<file path="config.mk">
export PLATFORM = sky130hd
export DESIGN_NAME = display_ctrl
export DESIGN_NICKNAME = d
export VERILOG_FILES = /design/src/rtl/display_ctrl.sv
export SDC_FILE = /design/constraint.sdc
export NUM_CORES = 1
export LEC_CHECK = 0
export CORE_ASPECT_RATIO = 0.75
export CORE_UTILIZATION = 45
export CTS_CLUSTER_DIAMETER = 50
export DETAILED_ROUTE_END_ITERATION = 12
export PLACE_DENSITY = 0.8
export SLEW_MARGIN = 20
export SYNTH_ARGS = -nofsm -noshare
export SYNTH_HDL_FRONTEND = slang
export SYNTH_SLANG_ARGS = --single-unit
</file>
<file path="constraint.sdc">
create_clock -name CLK -period 3.6 [get_ports CLK]
set_input_delay 1.08 -clock CLK [delete_from_list [all_inputs] [get_ports CLK]]
set_output_delay 1.08 -clock CLK [all_outputs]
set_load 0.005 [all_outputs]
</file>
<file path="src/rtl/display_ctrl.sv">
// display_ctrl: registered LED/7-segment driver with freeze, leading-zero blanking and blinking done LED
module display_ctrl #(
    parameter int DATA_W    = 10,
    parameter int TIME_W    = 2,
    parameter int BLINK_DIV = 25000000
) (
    input  logic                           CLK,
    input  logic                           RST,
    input  logic [DATA_W-1:0]              BUS,
    input  logic [DATA_W-1:0]              REG,
    input  logic [TIME_W-1:0]              TIME,
    input  logic                           PEEKb,
    input  logic                           DONE,
    input  logic                           HOLD,
    input  logic                           BLANK_LZ,
    output logic [DATA_W-1:0]              LED_B,
    output logic [7*((DATA_W+3)/4)-1:0]    DHEX,
    output logic [6:0]                     THEX,
    output logic                           LED_D,
    output logic                           LED_H
);
    localparam int NDIG = (DATA_W + 3) / 4;
    localparam int NW   = 4 * NDIG;
    localparam logic [6:0] SEG [16] = '{
        7'h40, 7'h79, 7'h24, 7'h30, 7'h19, 7'h12, 7'h02, 7'h78,
        7'h00, 7'h10, 7'h08, 7'h03, 7'h46, 7'h21, 7'h06, 7'h0E
    };

    if (TIME_W < 1 || TIME_W > 4) begin : g_bad_time_w
        $error("display_ctrl: TIME_W must be 1..4");
    end

    typedef enum logic {LIVE, FROZEN} state_t;

    state_t              state, state_nx;
    logic                hold_q, hold_rise;
    logic [DATA_W-1:0]   sel, cap, cap_nx;
    logic [NW-1:0]       ext;
    logic                seen;
    logic [7*NDIG-1:0]   dhex_nx;

    // source select, freeze toggle on HOLD rising edge, capture holds while frozen
    always_comb begin
        sel       = PEEKb ? BUS : REG;
        hold_rise = HOLD & ~hold_q;
        state_nx  = hold_rise ? (state == LIVE ? FROZEN : LIVE) : state;
        cap_nx    = state == LIVE ? sel : cap;
    end

    // encode digits from the top down so blanking stops at the first nonzero nibble
    always_comb begin
        ext     = NW'(cap_nx);
        seen    = 1'b0;
        dhex_nx = '0;
        for (int i = NDIG - 1; i >= 0; i--) begin
            seen = seen | (ext[4*i +: 4] != 4'h0) | (i == 0);
            dhex_nx[7*i +: 7] = (BLANK_LZ && !seen) ? 7'h7F : SEG[ext[4*i +: 4]];
        end
    end

    // state, capture and all display registers except the done LED
    always_ff @(posedge CLK) begin
        if (RST) begin
            state  <= LIVE;
            hold_q <= 1'b0;
            cap    <= '0;
            LED_B  <= '0;
            DHEX   <= {NDIG{7'h40}};
            THEX   <= 7'h40;
            LED_H  <= 1'b0;
        end else begin
            state  <= state_nx;
            hold_q <= HOLD;
            cap    <= cap_nx;
            LED_B  <= BUS;
            DHEX   <= dhex_nx;
            THEX   <= SEG[4'(TIME)];
            LED_H  <= state_nx == FROZEN;
        end
    end

    if (BLINK_DIV == 0) begin : g_solid
        // solid done LED follows DONE one edge later
        always_ff @(posedge CLK) begin
            LED_D <= RST ? 1'b0 : DONE;
        end
    end else begin : g_blink
        localparam int CW = BLINK_DIV > 1 ? $clog2(BLINK_DIV) : 1;
        logic [CW-1:0] cnt;
        logic          phase, done_q;
        // half-period counter; a DONE rising edge restarts the blink with the LED lit
        always_ff @(posedge CLK) begin
            if (RST) begin
                cnt    <= '0;
                phase  <= 1'b0;
                done_q <= 1'b0;
                LED_D  <= 1'b0;
            end else begin
                done_q <= DONE;
                if (!DONE) begin
                    cnt   <= '0;
                    LED_D <= 1'b0;
                end else if (!done_q) begin
                    cnt   <= '0;
                    phase <= 1'b1;
                    LED_D <= 1'b1;
                end else if (cnt == CW'(BLINK_DIV - 1)) begin
                    cnt   <= '0;
                    phase <= ~phase;
                    LED_D <= ~phase;
                end else begin
                    cnt   <= cnt + CW'(1);
                    LED_D <= phase;
                end
            end
        end
    end
endmodule

</file>
# Word level (Yosys, flattened, before mapping)
# Memories as Yosys holds them, arrays and structs flattened. A register that Yosys moved wholly into a read port is not among the register bits.
# Cells that the tools add are included.
totals:
  reg_bits: 71
  rom_bits: 448
  inputBits: 28
  output_inout_bits: 40
  n_memories: 4
mem_list:
  columns: ["name", "words", "width", "rd", "rd_clocked_by_memory_dff", "write_ports", "line", "rtl"]
  rows:
  - ["(no name shown)", 16, 7, 1, 1, 0, "77", "THEX <= SEG[4'(TIME)];"]
  - ["(no name shown)", 16, 7, 1, 1, 0, "57", "dhex_nx[7*i +: 7] = (BLANK_LZ && !seen) ? 7'h7F : SEG[ext[4*i +: 4]];"]
  - ["(no name shown)", 16, 7, 1, 0, 0, "57", null]
  - ["(no name shown)", 16, 7, 1, 0, 0, "57", null]
classes:
  add_sub_neg: 1
  magnitude_cmp: 3
  eq_ne: 1
  n_mux: 13
  n_bitwise: 10
  n_reduce_logical: 10
ops:
  columns: ["operator", "n"]
  rows:
  - ["7-bit 2-to-1 mux", 6]
  - ["25-bit by 1-bit adder with 25-bit output, second input constant", 1]
  - ["25-bit == test, second input constant", 1]
  - ["10-bit 2-to-1 mux", 2]
  - ["5-bit greater-or-equal comparator, second input constant", 3]
  - ["6-bit 2-to-1 mux", 2]
  - ["2-bit inverter with 5-bit output", 2]
  - ["4-bit inverter with 5-bit output", 2]
  - ["2-bit OR reduction", 3]
  - ["1-bit inverter", 4]
  - ["4-bit nonzero test", 1]
  - ["4-bit OR reduction", 1]
  - ["1-bit 2-to-1 mux", 3]
  - ["1-bit logical AND", 2]
  - ["1-bit logical NOT", 2]
  - ["2-bit nonzero test", 1]
  - ["1-bit bitwise AND", 1]
  - ["1-bit bitwise OR", 1]

# Longest topological paths before layout
# Gate-level depths: netlist of run 1.
logic_depth:
  ltp_word: 7
  depth_mapped: 10
  mapped_depth_nobuf: 8

# Worst setup path before layout of run 1
# Ideal clock, no wire load.
synth_timing:
  kind: "input to register"
  start: "input PEEKb"
  end: "register DHEX[8]"
  setup_ns: 0.075
  t_arrival_ns: 3.041
  path_slack_ns: 0.485
  stages: 9
  n_path_buf: 3
  path_cell_list: "buf_4 > buf_6 > mux2_2 > mux2i_1 > ha_1 > nand2_1 > or4_1 > buf_2 > a31oi_1"
synth_via:
  elab_chain_len: 7
  elab_cells_between_ends: 12
synth_rtl:
  columns: ["element", "line", "rtl"]
  rows:
  - ["start: declaration", "12", "input logic PEEKb,"]
  - ["10-bit 2-to-1 mux (*)", "44", "sel = PEEKb ? BUS : REG;"]
  - ["10-bit 2-to-1 mux (*)", "47", "cap_nx = state == LIVE ? sel : cap;"]
  - ["4-bit inverter with 5-bit output (implied by the code) (tied with other cells)", "57", null]
  - ["memory read 16 x 7 bit or 1-bit bitwise OR (tied branches)", null, null]
  - ["7-bit 2-to-1 mux (implied by the code) or 1-bit logical NOT (tied branches)", "57", null]
  - ["7-bit 2-to-1 mux (implied by the code) or 1-bit logical AND (tied branches)", "57", null]
  - ["6-bit 2-to-1 mux (*)", "57", null]
  - ["end signal: assignment", "68", "DHEX <= {NDIG{7'h40}};"]
  - ["end signal: assignment", "76", "DHEX <= dhex_nx;"]
  - ["end: declaration", "17", "output logic [7*((DATA_W+3)/4)-1:0] DHEX,"]
# Every way passes the cells marked *; elsewhere a longest branch is shown, timed or not. The select of a mux whose other input is x is not followed.
# A chain may end at the register's enable or synchronous reset.

# Final worst setup path of run 1
layout_timing:
  start: "input PEEKb"
  end: "register DHEX[11]"
# Same word-level chain as after synthesis.

==> results of run 1 <==
==> per-stage QoR <==
step	hold WS (ps)	util, %	power [uW]	setup slack, ps	cell area, sq um
final	498	60.7	1960	589	4230
after global routing	502	60.7	2040	392	4230
after CTS	489	60.7	1960	624	4230
after detailed placement	472	57.6	1270	249	4010
after global placement	457	57.6	1260	307	4010
after floorplan	437	-	1110	485	3310
==> final timing paths <==
kind,start,to,slack (ps),depth (start not counted)
worst max-delay path,PEEKb,DHEX[11]$_SDFF_PP0_,590,6
worst max register to register,g_blink.cnt[0]$_SDFF_PP0_,g_blink.cnt[13]$_SDFF_PP0_,1090,6
worst min-delay path,g_blink.cnt[0]$_SDFF_PP0_,g_blink.cnt[0]$_SDFF_PP0_,500,1
worst min register to register,g_blink.cnt[0]$_SDFF_PP0_,g_blink.cnt[0]$_SDFF_PP0_,500,1
==> layout make-up <==
cell class                 count  area, sq um
clock inverter                 6         90.1
sequential                    75         1500
timing repair buffer          73          713
clock buffer                   9          124
inverter                       9         33.8
fill                         596         2740
multi-input combinational    246         1640
tap                           98          123
==> per-layer routing <==
layer / vias up / track usage, % / wire [microns]
li1: 1322 / - / -
met1: 1235 / 27.1 / 3450
met2: 63 / 33.5 / 3540
met3: 11 / 4.86 / 318
met4: 0 / 7.97 / 114
met5: - / 0 / 0
==> logic make-up after synthesis <==
logic type | count (synthesis)
flip-flops | 75
buffers and inverters | 31
multiplexers | 23
other | 1
XOR/XNOR | 27
AND/OR/NAND/NOR | 149
AO/OA/AOI/OAI | 33
adder cells (fa/ha/maj) | 13
==> flip-flops by register name (all words and copies together), names as in the netlist <==
register,cells
THEX,5
cap,10
state,1
g_blink.phase,1
hold_q,1
LED_B,10
LED_D,1
g_blink.cnt,25
g_blink.done_q,1
DHEX,20
==> power by group through the flow <==
stage                     sequential (uW)  combinational (uW)  clock (uW)
after global placement                920                 337           0
after detailed placement              921                 346           0
final                                 902                 348         708
after floorplan                       920                 185           0
after CTS                             902                 348         714
after global routing                  906                 384         753
==> critical path, cell delays in order <==
cell and delay [ps]:
clkdlybuf4s50_1 620, buf_4 240, mux2i_1 240, o21ai_0 220
or4_1 710, a21oi_1 170
==> cell usage in the layout, fill, tap and decap left out, types with 3 or more instances in the layout <==
| cell type | synthesis | final |
|---|---|---|
| a21oi_1 | 11 | 11 |
| clkbuf_8 | 0 | 9 |
| mux2_2 | 4 | 4 |
| and4_1 | 4 | 4 |
| inv_1 | 9 | 9 |
| nand2_1 | 18 | 18 |
| o21a_1 | 5 | 5 |
| nor3b_1 | 3 | 3 |
| a31oi_1 | 6 | 6 |
| ha_1 | 13 | 13 |
| xnor2_1 | 6 | 6 |
| mux2i_1 | 18 | 18 |
| buf_4 | 5 | 7 |
| dfxtp_1 | 75 | 75 |
| o21ai_0 | 5 | 5 |
| nor3_1 | 6 | 6 |
| nor2_1 | 49 | 49 |
| clkdlybuf4s50_1 | 0 | 66 |
| xor2_1 | 21 | 21 |
| nand3_1 | 20 | 20 |
| nand4_1 | 10 | 10 |
| and3_1 | 7 | 7 |
| nor2b_1 | 14 | 14 |
==> out/results.txt, run 1 <==
worst slew pin tran = 810 ps
initial antenna violation count = 0
max-slew violations = 0
CP max FO = 8
NumNets Final = 455
clock sinks = 75
Chip Height = 76.2 microns
H-tree depth = 3
Vias/cell = 5.10
sequential share of power = 46.1%
gr usage total = 20.8%
slew margin rel. = 46.0%
GP Congestion = 0.919
non-filler cells, final = 516
Compound-Gate Fraction of Synth Area = 6.02%
ys flop type = dfxtp_1
Critical Path RT = 3880 ps
gr ovfl total = 0
DR iter-0 viols = 136
P_int = 1460 uW
largest family of logic cells by synthesized area = simple AND/OR/NAND/NOR gates
drt drc = 0
Port Buffers = 66
asr flop ratio synth = 0%
adder-cell share of the synthesized area = 4.92%
diode count = 0
PwrDens = 463 nW/um^2
CTS resizes = 0
global-route wire length before repair = 12400 microns
Synth top area share = 45.4%
die width = 101 microns
clock insertion delay at the later pin of the skew report = 360 ps
skew final = 13.2 ps
Final Setup Violations = 0
placed insts = 501
VDD IR-drop max = 0.000217 V
clock share of power = 36.2%
Pleak = 0.00166 uW
Root Buffer = clkbuf_8
Routed WL = 7420 microns
CP Launch Type = input port
Synth Area in XOR/XNOR = 7.15%
achievable frequency = 332 MHz
Syn-to-layout area delta = 27.8%
Clock Tree Buf Depth = 2
Worst-path clk slew = 70 ps
CTS buffer count = 9
Synthesis Warnings = 0
Gate power share = 17.8%
I/O pin total = 68
syn_area_per_cell = 9.39 sq um
Commonest cells post-synth = dfxtp_1, nor2_1, xor2_1, nand3_1
Yosys top cell by area = dfxtp_1
Psw = 502 uW
Crit Path Class = in -> reg
vias = 2631
Post-CTS Setup Inserts = 0
iteration count of the initial detailed-routing pass = 4
mux contribution to synthesized area = 7.49%
Max Cap Violations = 0
Cells after Synth = 352
core area = 6960 sq um
switching fraction of total power = 25.6%
TritonCTS clock tree = built
status = complete, no violations
Initial Utilization = 47.5%
Seq/Total Area, Yosys = 45.4%
share of layout cells above drive strength 1 = 7.89%
die area = 7700 sq um
row cnt = 26
Area contributors post-synth = dfxtp_1, nor2_1, xor2_1
crit end category = flop
Setup TNS = 0 ps
RSZ-0062 raised after global routing = no
Post-synth EDFFs = 0
Cell variety after synth = 43
Mapped Nets = 393
ANT nets after route = 0
number of global-route vias before repair = 2576
mapped cell area = 3310 sq um
Critical Path AT = 3290 ps
Tcrit/Tclk final = 83.6%
flops & latches, synth = 75
Final HPWL DP = 5240 microns
Hold Buf Count CTS = 0
simple-gate share of the synthesized area = 24.0%
Final Hold Viols = 0
wire per inst = 14.4 microns
hold crit path type = reg -> reg
largest net degree at the start of global routing = 42
top-count cell post-synth = dfxtp_1
min Tclk post-route = 3010 ps
Power figures use the tool's default switching activity.
==> run 2, diff against run 1 <==
Clock period 3.6 ns to 3.1 ns, I/O delays scaled along.
==> run 2 against run 1 <==
  * Power increased by 13%
  * Register-to-register slack got worse by 490 ps
  * Utilization rose by 0.58 points
  * Sequential share of layout area down 0.33 points
  * Flip-flop and latch count did not move
  * Sequential power increased by 16%
  * Combinational power increased by 20%
  * Via count rose by 2.5%
  * Worst hold slack got worse by 11 ps
  * Wire length decreased by 1.6%
  * Critical path depth grew 3
  * Largest power group unchanged
  * Highest routed layer unchanged
==> out/results.txt, run 2 (synthesized netlist as in run 1, its figures left out) <==
status = complete, no violations
Final Setup Violations = 0 (unchanged)
Max stage delay on crit path = 570 ps (-140 ps)
core area = 6960 sq um (unchanged)
ANT nets after route = 0 (unchanged)
Final Hold Viols = 0 (unchanged)
NumNets Final = 463 (+1.8%)
I/O pin total = 68 (unchanged)
Syn-to-layout area delta = 29.0%
Vias/cell = 5.14 (+0.75%)
worst slew pin tran = 803 ps (-7.09 ps)
post-route cell area = 4270 sq um (+0.95%)
placed insts = 509 (+1.6%)
vias = 2697 (+2.5%)
skew final = 9.80 ps (-3.38 ps)
Tcrit/Tclk final = 92.4%
diode count = 0 (unchanged)
Post-CTS Setup Inserts = 0 (unchanged)
clock insertion delay at the later pin of the skew report = 350 ps (about the same)
drt drc = 0 (unchanged)
achievable frequency = 349 MHz
Hold Buf Count CTS = 0 (unchanged)
non-filler cells, final = 525 (+1.7%)
H-tree depth = 3 (unchanged)
share of layout cells above drive strength 1 = 9.37% (+1.5 points)
Max Cap Violations = 0 (unchanged)
largest registers = g_blink.cnt (25), DHEX (20)
Root Buffer = clkbuf_8
slew margin rel. = 46.5% (+0.47 points)
Fillers = 606 (+1.7%)
CP Launch Type = input port
Chip Height = 76.2 microns (unchanged)
R2R setup slack = 600 ps (-490 ps)
TritonCTS clock tree = built
Worst-path clk slew = 70 ps (about the same)
Slowest-stage cell, CP = clkdlybuf4s50_1
Pleak = 0.00168 uW (+1.4%)
Port Buffers = 66 (unchanged)
CP Cell Sequence = clkdlybuf4s50_1 > buf_4 > mux2i_1 > nor2_1 > a21oi_1 > inv_1 > ha_1 > mux4_2 > nor2b_1
CTS resizes = 0 (unchanged)
crit-path leading delay family = buffers and inverters
gr usage total = 20.2% (-0.61 points)
dpl cell area = 4070 sq um (+1.5%)
hold crit path type = reg -> reg
most frequent cells in the layout = dfxtp_1, clkdlybuf4s50_1, nor2_1
Clock Tree Buf Depth = 2 (unchanged)
largest net degree at the start of global routing = 40 (-4.8%)
Largest register FFs = 25 (unchanged)
crit path to = DHEX[3]$_SDFF_PP0_
R2R cell count = 6 (unchanged)
CTS buffer count = 9 (unchanged)
RSZ-0062 raised after global routing = no
Crit Reg-Reg Endpoint = g_blink.cnt[11]$_SDFF_PP0_
Routed WL = 7300 microns (-1.6%)
CP max FO = 7 (-1)
leading cell type in the layout, fill and taps excluded = dfxtp_1
Initial Utilization = 47.5% (unchanged)
iteration count of the initial detailed-routing pass = 4 (unchanged)
clock sinks = 75 (unchanged)
PwrDens = 516 nW/um^2 (+11%)
DR iter-0 viols = 128 (-5.9%)
initial antenna violation count = 0 (unchanged)
Crit Path Class = in -> reg
Final HPWL DP = 5460 microns (+4.2%)
Overall Power = 2200 uW (+13%)
max-slew violations = 0 (unchanged)
Critical R2R Launch = g_blink.cnt[0]$_SDFF_PP0_
global-route wire length before repair = 12200 microns (-1.0%)
min Tclk post-route = 2870 ps
VDD IR-drop max = 0.000283 V (+30%)
GP Congestion = 0.866 (-5.7%)
fin util = 61.3% (+0.58 points)
wire per inst = 13.9 microns (-3.3%)
Critical Path RT = 3310 ps (-570 ps)
Reg with most FFs = g_blink.cnt
die width = 101 microns (unchanged)
number of global-route vias before repair = 2627 (+2.0%)
row cnt = 26 (unchanged)
CP Buf/Inv Count = 3 (+1)
crit end category = flop
beginning of the critical path = PEEKb
Worst path depth = 9 (+3)
die area = 7700 sq um (unchanged)
gr ovfl total = 0 (unchanged)
Critical Path AT = 3080 ps (-210 ps)
-- run 2: changes by cell type in the layout (fill, tap and decap cells not counted), sizes merged --
cell      delta
clkinv       -1
buf          +8
clkbuf       +2
bufinv       -1
clkinvlp     +1
-- run 2: worst reg2reg max path, stage by stage (launching register included) --
cell and delay [ps]:
dfxtp_1 400, ha_1 230, and3_1 390, nand3_1 230, nor4_4 310, or2_1 680, nor2_1 120
-- run 2: final cells by class --
cell class / count / area [sq um] / share of cell area [%]
clock inverter: 5 / 62.6 / 1.47
clock buffer: 11 / 131 / 3.08
timing repair buffer: 81 / 773 / 18.1
inverter: 9 / 33.8 / 0.792
sequential: 75 / 1500 / 35.2
tap: 98 / 123 / 2.87
multi-input combinational: 246 / 1640 / 38.5
-- run 2: how the worst min path moves through the flow --
stage	startpoint	to	slack, ps	cells past startpoint
after floorplan	g_blink.cnt[0]$_SDFF_PP0_	g_blink.cnt[0]$_SDFF_PP0_	440	1
after global placement	g_blink.cnt[0]$_SDFF_PP0_	g_blink.cnt[0]$_SDFF_PP0_	460	1
after detailed placement	g_blink.cnt[0]$_SDFF_PP0_	g_blink.cnt[0]$_SDFF_PP0_	470	1
after CTS	g_blink.cnt[0]$_SDFF_PP0_	g_blink.cnt[0]$_SDFF_PP0_	490	1
after global routing	g_blink.cnt[0]$_SDFF_PP0_	g_blink.cnt[0]$_SDFF_PP0_	500	1
final	g_blink.cnt[0]$_SDFF_PP0_	g_blink.cnt[0]$_SDFF_PP0_	490	1
-- run 2: stage by stage --
step	TNS [ps]	worst slack, ps	hold WS (ps)
after floorplan	0	135	437
after global placement	-29.2	-29.2	458
after detailed placement	-636	-113	474
after CTS	0	233	490
after global routing	0	93.8	505
final	0	235	488
-- run 2: where the power goes --
group          switching (uW)  total, uW  internal, uW  leakage [uW]
combinational             186        417           230      0.000973
sequential               28.7       1050          1020      0.000616
clock                     358        734           376     0.0000901
total                     573       2200          1630       0.00168
-- run 2: metal layers --
layer | vias to the layer above | GRT usage (%) | share of wire [%] | wire [microns]
li1 | 1338 | - | - | -
met5 | - | 0 | 0 | 0
met3 | 15 | 5.32 | 4.9 | 356
met1 | 1276 | 25.5 | 45 | 3320
met2 | 68 | 32.7 | 48 | 3470
met4 | 0 | 8.26 | 2.1 | 155
